$ cat config.mk
export PLATFORM = sky130hd
export DESIGN_NAME = ccd_shadow_finder
export DESIGN_NICKNAME = d
export VERILOG_FILES = /design/src/rtl/ccd_pkg.sv /design/src/rtl/ccd_segment_tracker.sv /design/src/rtl/ccd_shadow_finder.sv
export SDC_FILE = /design/constraint.sdc
export NUM_CORES = 1
export LEC_CHECK = 0
export ABC_AREA = 0
export BUFFER_PORTS_ARGS = -buffer_cell sky130_fd_sc_hd__buf_2
export CAP_MARGIN = 20
export CORE_MARGIN = 3
export CORE_UTILIZATION = 60
export DETAILED_ROUTE_END_ITERATION = 7
export GPL_ROUTABILITY_DRIVEN = 1
export PLACE_DENSITY_LB_ADDON = 0.12
export SYNTH_ARGS = -nofsm -noshare
export SYNTH_HDL_FRONTEND = slang
export SYNTH_SLANG_ARGS = --single-unit
$ cat constraint.sdc
create_clock -name clk -period 15.8 [get_ports clk]
set_clock_uncertainty 0.1 [all_clocks]
set_input_delay 0.79 -clock clk [delete_from_list [all_inputs] [get_ports clk]]
set_output_delay 0.79 -clock clk [all_outputs]
set_load 0.01 [all_outputs]
$ cat src/rtl/ccd_pkg.sv
// Shared definitions for the CCD shadow finder slice.
// Holds the transition-record layout, the default block parameters and
// the line FSM state encoding used by ccd_shadow_finder.
package ccd_pkg;

    // Transition record: {level, pixel index}
    localparam int IDX_W     = 11;
    localparam int LEVEL_BIT = IDX_W;
    localparam int IDX_HI    = IDX_W - 1;
    localparam int IDX_LO    = 0;
    localparam int REC_W     = IDX_W + 1;

    // Default block tuning
    localparam int MIN_WIDTH = 4;
    localparam int CNT_W     = 8;

    typedef enum logic [1:0] {
        ST_IDLE    = 2'd0,
        ST_COLLECT = 2'd1,
        ST_REPORT  = 2'd2
    } state_t;

endpackage

$ cat src/rtl/ccd_segment_tracker.sv
// Best dark-segment tracker for one CCD line.
// Compares each presented segment against the stored best and replaces it
// when the segment is dark, in order, at least MIN_WIDTH wide and strictly
// wider than the current best (ties keep the earlier segment).
// Ports:
//   clk, rst            clock, async active-high reset
//   clear               drop the stored best (line end or abort)
//   update              a segment is presented this cycle
//   level               level of the presented segment (0 = dark)
//   seg_start, seg_end  presented segment bounds
//   next_start/end/width/found
//                       best segment including the presented one; lets the
//                       caller publish a line result in the same cycle as
//                       the final record
module ccd_segment_tracker #(
    parameter int IDX_W     = 11,
    parameter int MIN_WIDTH = 4
) (
    input  logic             clk,
    input  logic             rst,
    input  logic             clear,
    input  logic             update,
    input  logic             level,
    input  logic [IDX_W-1:0] seg_start,
    input  logic [IDX_W-1:0] seg_end,
    output logic [IDX_W-1:0] next_start,
    output logic [IDX_W-1:0] next_end,
    output logic [IDX_W-1:0] next_width,
    output logic             next_found
);

    localparam logic [IDX_W-1:0] MIN_W = IDX_W'(MIN_WIDTH);

    logic [IDX_W-1:0] best_start;
    logic [IDX_W-1:0] best_end;
    logic [IDX_W-1:0] best_w;
    logic             best_found;
    logic [IDX_W-1:0] seg_w;
    logic             replace;

    always_comb begin
        seg_w   = seg_end - seg_start;
        replace = update && !level && (seg_end >= seg_start)
                  && (seg_w >= MIN_W) && (seg_w > best_w);
        if (replace) begin
            next_start = seg_start;
            next_end   = seg_end;
            next_width = seg_w;
            next_found = 1'b1;
        end else begin
            next_start = best_start;
            next_end   = best_end;
            next_width = best_w;
            next_found = best_found;
        end
    end

    always_ff @(posedge clk or posedge rst) begin
        if (rst) begin
            best_start <= '0;
            best_end   <= '0;
            best_w     <= '0;
            best_found <= 1'b0;
        end else if (clear) begin
            best_start <= '0;
            best_end   <= '0;
            best_w     <= '0;
            best_found <= 1'b0;
        end else if (replace) begin
            best_start <= seg_start;
            best_end   <= seg_end;
            best_w     <= seg_w;
            best_found <= 1'b1;
        end
    end

endmodule

$ cat src/rtl/ccd_shadow_finder.sv
// CCD shadow finder: rebuilds line segments from the reader's transition
// records and publishes the widest qualifying dark segment at end of line.
// Ports:
//   clk, rst     clock, async active-high reset
//   enable       block enable; low aborts the current line
//   in_valid     transition record strobe
//   in_data      {level of ended segment, index where it ended}
//   in_last      final record of the line (qualifies in_valid)
//   res_valid    one-cycle pulse, result registers just updated
//   res_start/res_end/res_width/res_center
//                geometry of the best dark segment (0 when none)
//   res_found    a qualifying dark segment existed
//   res_edges    records in the line, saturating
//   res_error    an out-of-order index was seen
module ccd_shadow_finder #(
    parameter int IDX_W     = ccd_pkg::IDX_W,
    parameter int MIN_WIDTH = ccd_pkg::MIN_WIDTH,
    parameter int CNT_W     = ccd_pkg::CNT_W
) (
    input  logic             clk,
    input  logic             rst,
    input  logic             enable,
    input  logic             in_valid,
    input  logic [IDX_W:0]   in_data,
    input  logic             in_last,
    output logic             res_valid,
    output logic [IDX_W-1:0] res_start,
    output logic [IDX_W-1:0] res_end,
    output logic [IDX_W-1:0] res_width,
    output logic [IDX_W-1:0] res_center,
    output logic             res_found,
    output logic [CNT_W-1:0] res_edges,
    output logic             res_error
);

    import ccd_pkg::*;

    state_t state, state_next;

    logic [IDX_W-1:0] prev_idx;
    logic [CNT_W-1:0] edge_cnt;
    logic             line_error;

    logic             accept;
    logic             last_accept;
    logic             level;
    logic [IDX_W-1:0] seg_end;
    logic [CNT_W-1:0] edge_next;
    logic             error_next;
    logic [IDX_W-1:0] best_start;
    logic [IDX_W-1:0] best_end;
    logic [IDX_W-1:0] best_width;
    logic             best_found;
    logic [IDX_W:0]   center_sum;

    assign accept      = enable && in_valid;
    assign last_accept = accept && in_last;
    assign level       = in_data[IDX_W];
    assign seg_end     = in_data[IDX_W-1:0];
    assign edge_next   = (edge_cnt == '1) ? edge_cnt : edge_cnt + 1'b1;
    assign error_next  = line_error || (seg_end < prev_idx);
    // Extra bit keeps the sum exact at the top of the index range.
    assign center_sum  = {1'b0, best_start} + {1'b0, best_end};

    ccd_segment_tracker #(
        .IDX_W     (IDX_W),
        .MIN_WIDTH (MIN_WIDTH)
    ) u_tracker (
        .clk        (clk),
        .rst        (rst),
        .clear      (!enable || last_accept),
        .update     (accept),
        .level      (level),
        .seg_start  (prev_idx),
        .seg_end    (seg_end),
        .next_start (best_start),
        .next_end   (best_end),
        .next_width (best_width),
        .next_found (best_found)
    );

    always_ff @(posedge clk or posedge rst) begin
        if (rst) state <= ST_IDLE;
        else     state <= state_next;
    end

    // A record arriving in REPORT starts the next line; accumulators were
    // already cleared when the result loaded, so prev_idx is 0 there.
    always_comb begin
        state_next = state;
        if (!enable) begin
            state_next = ST_IDLE;
        end else if (in_valid) begin
            state_next = in_last ? ST_REPORT : ST_COLLECT;
        end else if (state == ST_REPORT) begin
            state_next = ST_IDLE;
        end
    end

    always_ff @(posedge clk or posedge rst) begin
        if (rst) begin
            prev_idx   <= '0;
            edge_cnt   <= '0;
            line_error <= 1'b0;
        end else if (!enable || last_accept) begin
            prev_idx   <= '0;
            edge_cnt   <= '0;
            line_error <= 1'b0;
        end else if (accept) begin
            prev_idx   <= seg_end;
            edge_cnt   <= edge_next;
            line_error <= error_next;
        end
    end

    always_ff @(posedge clk or posedge rst) begin
        if (rst) begin
            res_start  <= '0;
            res_end    <= '0;
            res_width  <= '0;
            res_center <= '0;
            res_found  <= 1'b0;
            res_edges  <= '0;
            res_error  <= 1'b0;
        end else if (last_accept) begin
            res_start  <= best_start;
            res_end    <= best_end;
            res_width  <= best_width;
            res_center <= center_sum[IDX_W:1];
            res_found  <= best_found;
            res_edges  <= edge_next;
            res_error  <= error_next;
        end
    end

    assign res_valid = (state == ST_REPORT);

endmodule
==> results of run 1 <==
worst paths after layout:
kind                              start                      end  slack, ns  cells past startpoint
max                          in_data[0]            res_center[9]       8.50                     30
min                                 rst              edge_cnt[5]       0.32                      2
max reg2reg                 prev_idx[0]            res_center[9]       8.70                     28
min reg2reg                res_width[4]             res_width[4]       0.38                      2
max in group asynchronous           rst  u_tracker.best_start[2]      13.98                      3
min in group clk           res_width[4]             res_width[4]       0.38                      2
power breakdown:
group	switching (uW)	total (uW)	internal, uW	leakage, uW
logic	62.0	97.8	35.8	0.00170
registers	6.38	300	293	0.00152
clock network	96.1	160	63.9	0.0000958
total	164	558	393	0.00331
registers in the layout, indices dropped and copies added (netlist names):
| signal | flops |
|---|---|
| res_edges | 8 |
| line_error | 1 |
| res_end | 11 |
| edge_cnt | 8 |
| u_tracker.best_found | 1 |
| res_error | 1 |
| res_center | 11 |
| state | 2 |
| u_tracker.best_start | 11 |
| u_tracker.best_w | 11 |
| res_start | 11 |
| prev_idx | 11 |
| res_found | 1 |
| u_tracker.best_end | 11 |
| res_width | 11 |
routing by layer:
metal  GRT usage [%]  share of wire (%)  vias up
met5               0                  0        -
met2            43.0                 50      117
met4            8.07                1.9        0
met3            4.16                3.9       13
li1                -                  -     2244
met1            33.3                 44     2187
cell usage after synthesis, types with 4 or more instances:
| library cell | instances |
|---|---|
| mux2i_1 | 21 |
| clkbuf_1 | 22 |
| a21oi_1 | 31 |
| nand4_1 | 8 |
| nand2_1 | 93 |
| nand3_1 | 13 |
| and3_1 | 4 |
| o211ai_1 | 5 |
| dfrtp_1 | 110 |
| o21ai_0 | 78 |
| inv_1 | 54 |
| a31oi_1 | 6 |
| nor2_1 | 63 |
| a21boi_0 | 4 |
| nor2b_1 | 8 |
| buf_2 | 5 |
| xnor2_1 | 7 |
| o31ai_1 | 6 |
| a21o_1 | 7 |
| xor2_1 | 5 |
| ha_1 | 32 |
| or2_2 | 4 |
cells by family (layout without fill, tap and decap cells):
logic type               count (synthesis)  count (layout)  synth area share, %
XOR/XNOR                                12              12                 1.84
flip-flops                             110             110                 48.3
adder cells (fa/ha/maj)                 34              34                 7.73
AND/OR/NAND/NOR                        207             207                 15.7
buffers and inverters                   81             146                 5.44
AO/OA/AOI/OAI                          160             160                 17.3
multiplexers                            21              21                 3.69
through the flow:
| stage | setup slack, ns | area (um2) |
|---|---|---|
| floorplan | 9.45 | 5700 |
| global placement | 8.54 | 6150 |
| detailed placement | 8.20 | 6150 |
| CTS | 8.54 | 6330 |
| global route | 7.99 | 6350 |
| finish | 8.50 | 6350 |
cell type report:
cell class	count	area (um2)	share of cell area [%]
inverters	54	205	3.23
flip-flops and latches	110	2750	43.3
multi-input cells	434	2650	41.7
clock inverters	5	42.5	0.670
repair buffers	76	405	6.38
well taps	126	158	2.48
clock buffers	11	141	2.23
cell usage in the layout (no fill, tap or decap), types with 5 or more instances in the layout:
cell | Yosys | routed
a21oi_1 | 31 | 31
o31ai_1 | 6 | 6
a31oi_1 | 6 | 6
mux2i_1 | 21 | 21
xnor2_1 | 7 | 7
clkbuf_8 | 0 | 10
ha_1 | 32 | 32
dfrtp_1 | 110 | 110
o21ai_0 | 78 | 78
xor2_1 | 5 | 5
buf_2 | 5 | 71
nand2_1 | 93 | 93
a21o_1 | 7 | 7
o211ai_1 | 5 | 5
nor2b_1 | 8 | 8
inv_1 | 54 | 53
nand3_1 | 13 | 12
nand4_1 | 8 | 8
nor2_1 | 63 | 63
worst register-to-register path: cells and delay by family (launching register included):
| kind | cells | cell delay (ns) |
|---|---|---|
| adder cells (fa/ha/maj) | 4 | 1.25 |
| XOR/XNOR | 1 | 0.27 |
| flip-flops | 1 | 0.42 |
| AND/OR/NAND/NOR | 4 | 0.82 |
| AO/OA/AOI/OAI | 15 | 3.11 |
| multiplexers | 1 | 0.35 |
| buffers and inverters | 3 | 0.65 |
==> reports/qor.csv, run 1 <==
metric,value,unit
cts_resized,0,
clock_latency,0.37,ns
power.total,558,uW
grt_pass1_wl,21.1,mm
synth_top_area_share,48.3,%
fin_nets,736,
syn_nets,676,
finalMaxSlewViolations,0,
cts.clk_slew.worst_paths,0.10,ns
yosysWarnings,0,
min_period,7.30,ns
critPathArrivalTime,7.45,ns
fin_crit_sh,46.2,%
gr-total-overflow,0,
io_buffer_count,71,
synth_ff_type,dfrtp_1,
cts_inserted_buffers,9,
synth_edf_count,0,
tightestPinTransition,0.939,ns
n_antenna_cell,0,
drt_iter0_markers,233,
antenna_left,0,
cp-end-kind,flop,
ctsHtreeMaxLevel,3,
root_buffer,clkbuf_8,
start_kind,input port,
utilization,70.8,%
postCtsSetupBuffers,0,
routed_via_density,5.59,
cts_tree,done,
dp_hpwl,9.43,mm
max_freq,0.137,GHz
min_path_type,input port to async pin,
cpPeakStageDelay,0.53,ns
maxCapViolations,0,
peakVddDrop,0.0720,mV
area_growth,11.5,%
totalWireLength,12.9,mm
start_util,63.5,%
synth_cell_type_count,47,
holdBufCountCts,0,
final_cells,816,
syn-cell-area,5700,um2
die_h,103,um
ys_seq_area_share,48.3,%
clockBufferDepth,2,
placed_cells,799,
crit_path_top_delay_cell,buf_4,
antenna_found_initial,0,
finalHoldViolCount,0,
crit_buf_inv,5,
place.gp.congestion,0.959,
drc_errors,0,
synth.largest_area_cell,dfrtp_1,
grt_max_degree,108,
post_drt_wl_per_cell,15.8,um
whs,0.321,ns
yosys-top-cells-area,"dfrtp_1, ha_1, o21ai_0",
dieArea,10700,um2
finalSetupViolCount,0,
tns,0,ns
path_class,input port to flop,
powerDensity,87.8,nW/um2
drive_above_1_share,15.1,%
synthArstFlopShare,100,%
grt_pass1_vias,4369,
rsz0062_at_grt,no,
max_slew_margin,37.4,%
fillers,708,
grt_use_total,25.4,%
dieWidth,103,um
leakagePower,0.00331,uW
worst_ep_required_time,15.95,ns
run_status,"finished, final reports clean",
cp_common_cell,o21ai_0,
core.rowCount,34,
core_area,8980,um2
crit_path_max_fanout,39,
clock-sinks,110,
io-pin-count,72,
syn-mean-instance-area,9.12,um2
vias,4561,
syn_inst,625,
ys_ff_latch,110,
cp_top_family,compound AO/OA/AOI/OAI gates,
first_pass_iters,5,
Power figures use the tool's default switching activity.
==> run 2, diff against run 1 <==
--- a/config.mk
+++ b/config.mk
@@ -9,7 +9,7 @@
 export BUFFER_PORTS_ARGS = -buffer_cell sky130_fd_sc_hd__buf_2
 export CAP_MARGIN = 20
 export CORE_MARGIN = 3
-export CORE_UTILIZATION = 60
+export CORE_UTILIZATION = 58
 export DETAILED_ROUTE_END_ITERATION = 7
 export GPL_ROUTABILITY_DRIVEN = 1
 export PLACE_DENSITY_LB_ADDON = 0.12
==> constraint.sdc (replaced) <==
create_clock -name clk -period 6.8 [get_ports clk]
set_clock_uncertainty 0.1 [all_clocks]
set_input_delay 0.34 -clock clk [delete_from_list [all_inputs] [get_ports clk]]
set_output_delay 0.34 -clock clk [all_outputs]
set_load 0.01 [all_outputs]
==> reports/qor.csv, run 2 (synthesis gave the netlist of run 1 again) <==
metric,value,unit,change
crit_path_top_delay_cell,dfrtp_1,,
core_area,9420,um2,+4.9%
hp-start,in_data[8],,
drc_errors,0,,unchanged
rr_startpoint,prev_idx[0],,
die_h,105,um,+1.6%
final_common_cell,dfrtp_1,,
min_path_type,input port to flop,,
routed_via_density,5.51,,-1.4%
finalHoldViolCount,0,,unchanged
fin_nets,752,,+2.2%
critPathArrivalTime,6.64,ns,-0.81 ns
leakagePower,0.00341,uW,+2.8%
drt_iter0_markers,207,,-11%
finalSetupViolCount,0,,unchanged
clockBufferDepth,2,,unchanged
cp-end-kind,flop,,
worst_ep_required_time,7.00,ns,-8.95 ns
grt_pass1_wl,21.5,mm,+1.7%
place_ws,-0.00208,ns,-8.20 ns
cts.clk_slew.worst_paths,0.12,ns,+0.02 ns
n_antenna_cell,0,,unchanged
io-pin-count,72,,unchanged
setup_slack,0.354,ns,-8.15 ns
ctsHtreeMaxLevel,3,,unchanged
min_period,6.45,ns,
final_cell_mix,"dfrtp_1, nand2_1, o21ai_0, buf_2, nor2_1",,
start_util,60.5,%,-3.0 points
max_freq,0.155,GHz,
post_drt_wl_per_cell,15.7,um,-1.1%
maxCapViolations,0,,unchanged
antenna_left,0,,unchanged
start_kind,flop,,
drive_above_1_share,17.3,%,+2.2 points
cpPeakStageDelay,0.43,ns,-0.10 ns
dp_hpwl,9.39,mm,-0.47%
path_class,flop to flop,,
gr-total-overflow,0,,unchanged
clock-sinks,110,,unchanged
run_status,"finished, final reports clean",,
dieArea,11100,um2,+3.2%
io_buffer_count,71,,unchanged
fin_crit_sh,94.8,%,
area_growth,14.8,%,
totalWireLength,13.1,mm,+1.2%
clock_latency,0.38,ns,about the same
grt_max_degree,108,,unchanged
cts_inserted_buffers,9,,unchanged
first_pass_iters,4,,-1
peakVddDrop,0.148,mV,+110%
grt_pass1_vias,4433,,+1.5%
cp_common_cell,o21ai_0,,
crit_path_max_fanout,6,,-85%
max_slew_margin,62.2,%,+25 points
powerDensity,200,nW/um2,+130%
finalMaxSlewViolations,0,,unchanged
root_buffer,clkbuf_8,,
vias,4600,,+0.86%
cts_tree,done,,
antenna_found_initial,0,,unchanged
core.rowCount,35,,+2.9%
place.gp.congestion,0.905,,-5.7%
tightestPinTransition,0.567,ns,-0.372 ns
whs,0.125,ns,-0.196 ns
dieWidth,105,um,+1.6%
crit_start,prev_idx[0],,
grt_use_total,24.1,%,-1.3 points
-- run 2: per-layer routing --
metal / up-vias / wire (um) / GRT usage [%]
li1: 2287 / - / -
met1: 2193 / 5920 / 31.6
met2: 99 / 6490 / 41.0
met3: 21 / 363 / 2.90
met4: 0 / 314 / 9.28
met5: - / 0 / 0
-- run 2: final cells by class --
cell class / count / area (um2)
fill: 769 / 2880
sequential: 110 / 2750
multi-input combinational: 434 / 2660
timing repair buffer: 92 / 572
inverter: 54 / 205
tap: 129 / 161
clock buffer: 9 / 124
clock inverter: 7 / 65.1
-- run 2: worst paths after layout --
path,end,slack (ns),depth (start not counted)
max,res_center[9],0.35,29
min,prev_idx[8],0.12,3
max reg2reg,res_center[9],0.35,29
min reg2reg,res_error,0.37,2
max in group asynchronous,res_end[4],5.26,5
min in group asynchronous,res_width[8],0.37,3
-- run 2: power breakdown --
part,leakage (uW),internal (uW),switching (uW)
registers,0.00152,682,14.6
logic,0.00179,91.4,145
clock network,0.0000973,141,236
total,0.00341,914,397
-- run 2: through the flow --
| step | cells | util, % | TNS (ns) | instance area [um2] | power [uW] |
|---|---|---|---|---|---|
| 2_1_floorplan | 625 | - | 0 | 5700 | 861 |
| 3_3_place_gp | 809 | 65.9 | 0 | 6210 | 931 |
| 3_5_place_dp | 809 | 65.9 | -0.00208 | 6210 | 936 |
| 4_1_cts | 826 | 68.0 | 0 | 6400 | 1310 |
| 5_1_grt | 835 | 69.5 | -0.0197 | 6540 | 1380 |
| 6_report | 835 | 69.5 | 0 | 6540 | 1310 |
-- run 2: repair_timing --
| item | 4_1_cts | 5_1_grt |
|---|---|---|
| resized for setup | 0 | 5 |
| endpoints found under the hold margin | 22 | 0 |
| hold buffers | 1 | 0 |
| setup endpoints to repair | 0 | 2 |
| setup buffers | 0 | 7 |
-- run 2: critical path: cells and delay by family (launching register included) --
kind | cells | cell delay, ns
compound gates | 17 | 3.42
fa+ha+maj | 4 | 1.26
xor+xnor | 1 | 0.19
flops | 1 | 0.43
simple gates | 4 | 0.61
buf+inv | 3 | 0.34
==> run 3, diff against run 2 <==
--- a/config.mk
+++ b/config.mk
@@ -9,10 +9,11 @@
 export BUFFER_PORTS_ARGS = -buffer_cell sky130_fd_sc_hd__buf_2
 export CAP_MARGIN = 20
 export CORE_MARGIN = 3
-export CORE_UTILIZATION = 58
+export CORE_UTILIZATION = 45
 export DETAILED_ROUTE_END_ITERATION = 7
 export GPL_ROUTABILITY_DRIVEN = 1
 export PLACE_DENSITY_LB_ADDON = 0.12
+export SLEW_MARGIN = 20
 export SYNTH_ARGS = -nofsm -noshare
 export SYNTH_HDL_FRONTEND = slang
 export SYNTH_SLANG_ARGS = --single-unit
==> reports/qor.csv, run 3 (synthesis gave the netlist of run 1 again) <==
metric,value,unit,change
io_buffer_count,71,,unchanged
hp-start,in_data[9],,
final_cell_mix,"dfrtp_1, nand2_1, o21ai_0, buf_2, nor2_1",,
grt_max_degree,108,,unchanged
finalMaxSlewViolations,0,,unchanged
r2r-end,res_center[9],,
clock_latency,0.35,ns,-0.03 ns
maxCapViolations,0,,unchanged
utilization,54.1,%,-15 points
rr_startpoint,prev_idx[0],,
clockBufferDepth,2,,unchanged
whs,0.146,ns,+0.0209 ns
max_freq,0.162,GHz,+4.3%
peakVddDrop,0.138,mV,-6.9%
area_growth,15.8,%,
dieArea,14100,um2,+27%
vias,4552,,-1.0%
antenna_left,0,,unchanged
powerDensity,220,nW/um2,+9.9%
grt_use_total,19.9,%,-4.2 points
holdPathStages,3,,unchanged
antenna_found_initial,0,,unchanged
max_slew_margin,51.0,%,-11 points
n_antenna_cell,0,,unchanged
run_status,"finished, final reports clean",,
core_area,12200,um2,+30%
worst_ep_required_time,6.96,ns,-0.04 ns
drive_above_1_share,16.2,%,-1.0 points
start_kind,flop,,
drc_errors,0,,unchanged
hold_end,prev_idx[9],,
clock-sinks,110,,unchanged
start_util,46.7,%,-14 points
dieWidth,119,um,+13%
fin_nets,742,,-1.3%
grt_pass1_vias,4479,,+1.0%
leakagePower,0.00339,uW,-0.45%
grt_pass1_wl,22.6,mm,+5.0%
place.gp.congestion,0.922,,+1.9%
min_path_type,input port to flop,,
crit_path_max_fanout,19,,+13
critPathArrivalTime,6.34,ns,-0.30 ns
cts.clk_slew.worst_paths,0.07,ns,-0.05 ns
final_common_cell,dfrtp_1,,
tightestPinTransition,0.735,ns,+0.168 ns
root_buffer,clkbuf_16,,
gr-total-overflow,0,,unchanged
ctsHtreeMaxLevel,3,,unchanged
finalHoldViolCount,0,,unchanged
post_drt_wl_per_cell,15.5,um,-1.1%
path_class,flop to flop,,
first_pass_iters,5,,+1
totalWireLength,13.4,mm,+2.3%
fin_crit_sh,90.9,%,-3.9 points
cts_tree,done,,
core.rowCount,40,,+14%
routed_via_density,5.27,,-4.4%
dp_hpwl,9.75,mm,+3.8%
reg2reg_slack,0.62,ns,+0.27 ns
finalSetupViolCount,0,,unchanged
r2r_cells,27,,-6.9%
io-pin-count,72,,unchanged
drt_iter0_markers,274,,+32%
cts_inserted_buffers,9,,unchanged
die_h,119,um,+13%
min_period,6.18,ns,-0.268 ns
cp-end-kind,flop,,
## run 3: stage by stage
step	std cells	total power, uW	TNS (ns)	area [um2]	setup WS, ns
after detailed placement	846	939	0	6240	0.114
after CTS	863	1470	0	6540	0.208
after global routing	864	1530	-0.00731	6600	-0.00731
after global placement	846	934	0	6240	0.407
after floorplan	625	861	0	5700	0.897
final	864	1450	0	6600	0.622
## run 3: how the worst max path moves through the flow
stage / from / end
5_1_grt: prev_idx[0] / res_center[9]
4_1_cts: prev_idx[0] / res_center[9]
3_3_place_gp: in_data[0] / res_center[9]
2_1_floorplan: in_data[0] / res_center[9]
3_5_place_dp: in_data[0] / res_center[9]
6_report: prev_idx[0] / res_center[9]
## run 3: critical path, stage by stage, from the launching register on
cell      delay (ns)
dfrtp_1         0.39
ha_1            0.20
inv_1           0.06
fa_1            0.41
a21o_1          0.22
a21oi_2         0.22
o221ai_1        0.16
o22ai_2         0.19
xnor2_2         0.19
ha_1            0.31
and4_1          0.23
a31o_2          0.26
o311ai_0        0.27
nand3_1         0.18
o311ai_4        0.14
buf_8           0.22
buf_4           0.17
mux2i_1         0.27
inv_1           0.07
ha_1            0.34
a21boi_1        0.23
o21ai_1         0.11
a21boi_0        0.24
o21ai_0         0.14
a21boi_0        0.26
o21ai_0         0.13
nor3b_1         0.15
o31ai_1         0.19
## run 3: final cells by class
cell class                 instances  area, um2
inverter                          54        205
timing repair buffer              82        464
fill                            1175       5610
sequential                       110       2750
clock buffer                      11        233
tap                              168        210
multi-input combinational        434       2680
clock inverter                     5       58.8
## run 3: power breakdown
| group | switching [uW] | leakage (uW) | total, uW | internal, uW |
|---|---|---|---|---|
| Combinational | 147 | 0.00174 | 234 | 87.3 |
| Sequential | 14.6 | 0.00152 | 697 | 682 |
| Clock | 237 | 0.000136 | 524 | 287 |
## run 3: routing by layer
metal	vias to the layer above	wire [um]	global-route usage, %
li1	2252	-	-
met1	2169	6210	27.2
met2	104	6270	31.4
met3	27	505	2.82
met4	0	407	9.05
met5	-	0	0
## run 3: timing repair
action,in CTS,in global routing
hold buffers,1,0
hold endpoints to repair,28,0
buffers inserted,0,0
gates resized for setup,0,10
endpoints found under the setup margin,0,2
